[config.mk]
export PLATFORM = sky130hd
export DESIGN_NAME = debouncer_multi
export DESIGN_NICKNAME = d
export VERILOG_FILES = /design/src/rtl/debouncer_multi.sv
export SDC_FILE = /design/constraint.sdc
export NUM_CORES = 1
export LEC_CHECK = 0
export BUFFER_PORTS_ARGS = -buffer_cell sky130_fd_sc_hd__buf_2
export CAP_MARGIN = 0
export CORE_ASPECT_RATIO = 0.6
export CORE_MARGIN = 1
export CORE_UTILIZATION = 57
export DETAILED_ROUTE_END_ITERATION = 6
export PLACE_DENSITY = 0.85
export SYNTH_ARGS = -nofsm -noshare
export SYNTH_HDL_FRONTEND = slang
export SYNTH_SLANG_ARGS = --single-unit
[constraint.sdc]
create_clock -name i_clk -period 1.9 [get_ports i_clk]
set_clock_uncertainty 0.2 [all_clocks]
set_input_delay 0 -clock i_clk [delete_from_list [all_inputs] [get_ports i_clk]]
set_output_delay 0 -clock i_clk [all_outputs]
set_load 0.1 [all_outputs]
[src/rtl/debouncer_multi.sv]
// Multi-channel level debouncer: optional input synchroniser, per-channel stability
// counter, registered clean levels with aligned one-cycle rise/fall/any-change pulses.
module debouncer_multi #(
  parameter int                      p_CHANNELS    = 8,
  parameter int                      p_CNT_WIDTH   = 4,
  parameter logic [p_CHANNELS-1:0]   p_INIT_VALUE  = '0,
  parameter int                      p_SYNC_STAGES = 2
) (
  input  logic                  i_clk,
  input  logic                  i_rst_n,
  input  logic                  i_en,
  input  logic [p_CHANNELS-1:0] i_input,
  output logic [p_CHANNELS-1:0] o_output,
  output logic [p_CHANNELS-1:0] o_rise,
  output logic [p_CHANNELS-1:0] o_fall,
  output logic                  o_change_any
);

  localparam logic [p_CNT_WIDTH-1:0] c_TERM = '1;
  localparam logic [p_CNT_WIDTH-1:0] c_ONE  = p_CNT_WIDTH'(1);

  logic [p_CHANNELS-1:0] s_w;

  // The synchroniser runs every clock so i_en only gates filtering, not sampling.
  generate
    if (p_SYNC_STAGES == 0) begin : g_nosync
      assign s_w = i_input;
    end else begin : g_sync
      logic [p_CHANNELS-1:0] sync_q [p_SYNC_STAGES];

      always_ff @(posedge i_clk or negedge i_rst_n) begin
        if (!i_rst_n) begin
          for (int k = 0; k < p_SYNC_STAGES; k++) sync_q[k] <= p_INIT_VALUE;
        end else begin
          sync_q[0] <= i_input;
          for (int k = 1; k < p_SYNC_STAGES; k++) sync_q[k] <= sync_q[k-1];
        end
      end

      assign s_w = sync_q[p_SYNC_STAGES-1];
    end
  endgenerate

  logic [p_CHANNELS-1:0][p_CNT_WIDTH-1:0] cnt_q, cnt_d;
  logic [p_CHANNELS-1:0]                  out_q, out_d;
  logic [p_CHANNELS-1:0]                  rise_q, rise_d;
  logic [p_CHANNELS-1:0]                  fall_q, fall_d;
  logic                                   chg_q, chg_d;

  always_comb begin
    cnt_d  = cnt_q;
    out_d  = out_q;
    rise_d = '0;
    fall_d = '0;
    if (i_en) begin
      for (int i = 0; i < p_CHANNELS; i++) begin
        if (s_w[i] == out_q[i]) begin
          cnt_d[i] = '0;
        end else if (cnt_q[i] == c_TERM) begin
          // T-th consecutive disagreeing enabled cycle: accept the new level
          out_d[i]  = s_w[i];
          cnt_d[i]  = '0;
          rise_d[i] = s_w[i];
          fall_d[i] = ~s_w[i];
        end else begin
          cnt_d[i] = cnt_q[i] + c_ONE;
        end
      end
    end
    chg_d = |(rise_d | fall_d);
  end

  always_ff @(posedge i_clk or negedge i_rst_n) begin
    if (!i_rst_n) begin
      cnt_q  <= '0;
      out_q  <= p_INIT_VALUE;
      rise_q <= '0;
      fall_q <= '0;
      chg_q  <= 1'b0;
    end else begin
      cnt_q  <= cnt_d;
      out_q  <= out_d;
      rise_q <= rise_d;
      fall_q <= fall_d;
      chg_q  <= chg_d;
    end
  end

  assign o_output     = out_q;
  assign o_rise       = rise_q;
  assign o_fall       = fall_q;
  assign o_change_any = chg_q;

endmodule
==> flow_summary.toml <==
[floorplanning]
ios = 36
die-area_um2 = 5580
die_w_um = 95.8
fp.coreArea_um2 = 5080
fp.dieH_um = 58.3
initial_core_util_pct = 59.2
fp-row-count = 20

[global_route]
met2_usage_pct = 33.4
grt_max_degree = 74
track_usage_pct = 22.4
met3_usage_pct = 8.27
grt_overflow = 0
grt_pass1_wl_mm = 9.00
grtUsageMet1_pct = 30.2
antenna_found_initial = 0
gr-max-usage-layer = "met2"
grt_pass1_vias = 1964

[synth]
synth_flop_cell = "dfrtp_1"
ys_ff_latch = 73
seq_area_frac_synth_pct = 60.7
synth_area_um2 = 3010
ys_types = 37
async_flop_share_pct = 100
synth_nets = 272
avgSynthCellArea_um2 = 11.9
syn_inst = 253
synth_area_leaders = "dfrtp_1 61%, ha_1 3.3%, mux2i_1 3.0%"
yosys_warnings = 0
synth-edff-count = 0
yosysTopAreaCell = "dfrtp_1"
yosysTopAreaCellShare_pct = 60.7

[timing]
post-route-period-util_pct = 96.1
fmax_mhz = 547
finalSetupViolCount = 0
slew_headroom_pct = 60.9
tns_ns = 0
period_needed_ns = 1.83
worstMarginPinSlew_ns = 0.586
drv_slew = 0
hold_slack_ns = -0.00295
hold_violations = 6

[status]
status = "finished, violations left"
violations = "negative hold slack"

[power_and_ir_drop]
power.static_leakage_nw = 1.87
power_w = 0.00318
irDropWorstVdd_mv = 0.623
power_density_nw_per_um2 = 876

[job]
maxCapViolations = 0

[worst_setup_path]
reg2regPathDepth = 5
start_kind = "register"
arrival_ns = 1.84
cp-end-kind = "register"
crit_required_ns = 1.92
crit_fanout = 4
crit_type = "register to register"

[place]
detailed_place_hpwl_mm = 3.54
io_buffers = 35
place_congestion = 0.900

[final_layout]
seq_area_um2 = 1840
multi_input_area_um2 = 1140
drive_gt1_share_pct = 27.6
layout.nets = 333
final_util_pct = 71.4
syn2layout_area_growth_pct = 20.6
nFillCells = 357
diodes = 0

[clock_tree]
clock_latency_ns = 0.35
htree_levels = 3
path_clk_slew_ns = 0.07
cts_root_buf = "clkbuf_8"
cts_tree = "yes"
clock-sinks = 73
cts_buffers = 9
clk_path_buf_depth = 2

[detailed_routing]
drt-pass1-iter-count = 4
via_per_inst = 5.41
drc = 0
drt_iter0_drc = 146
vias = 2082
postRouteAntennaNets = 0
wl_per_cell_um = 14.0
routed_wl_mm = 5.37

[worst_hold_path]
min_path_type = "input pin to asynchronous set/reset pin"
[sequential cells by signal (all words and copies together), names as in the netlist]
register and count:
s_w 8, g_sync.sync_q 8, o_fall 8, o_output 8, o_rise 8, cnt_q 32, o_change_any 1
[cell families after synthesis]
family	after synthesis	synth area share (%)
adders and majority gates	8	3.33
and+or+nand+nor	88	15.2
muxes	16	5.62
AOI/OAI and AO/OA	47	10.2
xor gates and xnor gates	9	2.87
buffers and inverters	12	2.00
DFF	73	60.7
[worst max-delay path: stages, from the launching register on]
cell and delay [ns]:
dfrtp_1 0.42, ha_1 0.26, and3_1 0.19, nand3_1 0.13, nand4_1 0.11, or4_1 0.40
[path summary, 6_finish.rpt]
check	end	slack, ns	startpoint
min	o_rise[6]$_DFF_PN0_	-0.003	i_rst_n
max reg2reg	o_change_any$_DFF_PN0_	0.07	cnt_q[20]$_DFFE_PN0P_
min reg2reg	s_w[6]$_DFF_PN0_	0.14	g_sync.sync_q[14]$_DFF_PN0_
min in group i_clk	g_sync.sync_q[10]$_DFF_PN0_	0.09	i_input[2]
max	o_change_any$_DFF_PN0_	0.07	cnt_q[20]$_DFFE_PN0P_
max in group asynchronous	o_output[1]$_DFFE_PN0P_	1.17	i_rst_n
[layer usage]
layer	vias to the layer above	part of all wire (%)
met4	0	1.8
met5	-	0
li1	1012	-
met2	40	46
met1	1016	47
met3	14	4.7
[report_power, final]
part           internal, W  switching, W
logic             0.000166      0.000164
registers          0.00166      0.000106
clock network     0.000537      0.000547
total              0.00236      0.000818
[cells in the mapped netlist, drive strengths merged, types with 8 or more instances]
cell type / instances
mux2i: 9
o21ai: 9
a21o: 10
dfrtp: 73
nand2: 17
xor2: 8
and2: 9
nand3: 18
and3: 9
ha: 8
a21oi: 12
nor2: 15
[metrics by stage]
stage / setup slack, ns / std cells / instance area [µm²]
2_1_floorplan: 0.0525 / 253 / 3020
3_3_place_gp: 0.122 / 356 / 3310
3_5_place_dp: 0.0347 / 356 / 3310
4_1_cts: 0.0209 / 382 / 3590
5_1_grt: -0.0117 / 385 / 3630
6_report: 0.0732 / 385 / 3630
[layout make-up]
class	instances	area share [%]
clock buffer	11	4.17
clock inverter	5	0.828
inverter	7	0.724
multi-input combinational	168	31.4
sequential	73	50.6
tap	66	2.28
timing repair buffer	55	10.0
[cells in the final DEF (no fill, tap or decap), drive strengths merged]
master,count
a21o,10
a21oi,12
a22o,7
a31oi,4
a32o,1
and2,9
and3,9
buf,45
clkbuf,11
clkinv,4
clkinvlp,2
dfrtp,73
dlygate4sd3,10
ha,8
inv,6
mux2,7
mux2i,9
nand2,17
nand2b,3
nand3,18
nand4,1
nor2,15
nor2b,7
nor3,7
o21a,1
o21ai,9
o2bb2ai,1
o31ai,2
or2,1
or4,1
xnor2,1
xor2,8
[timing repair]
item	CTS	global route
hold buffers	10	0
resized for setup	0	4
endpoints found under the hold margin	84	0
buffers inserted	0	3
endpoints found under the setup margin	0	1
(Power assumes the default switching activity.)
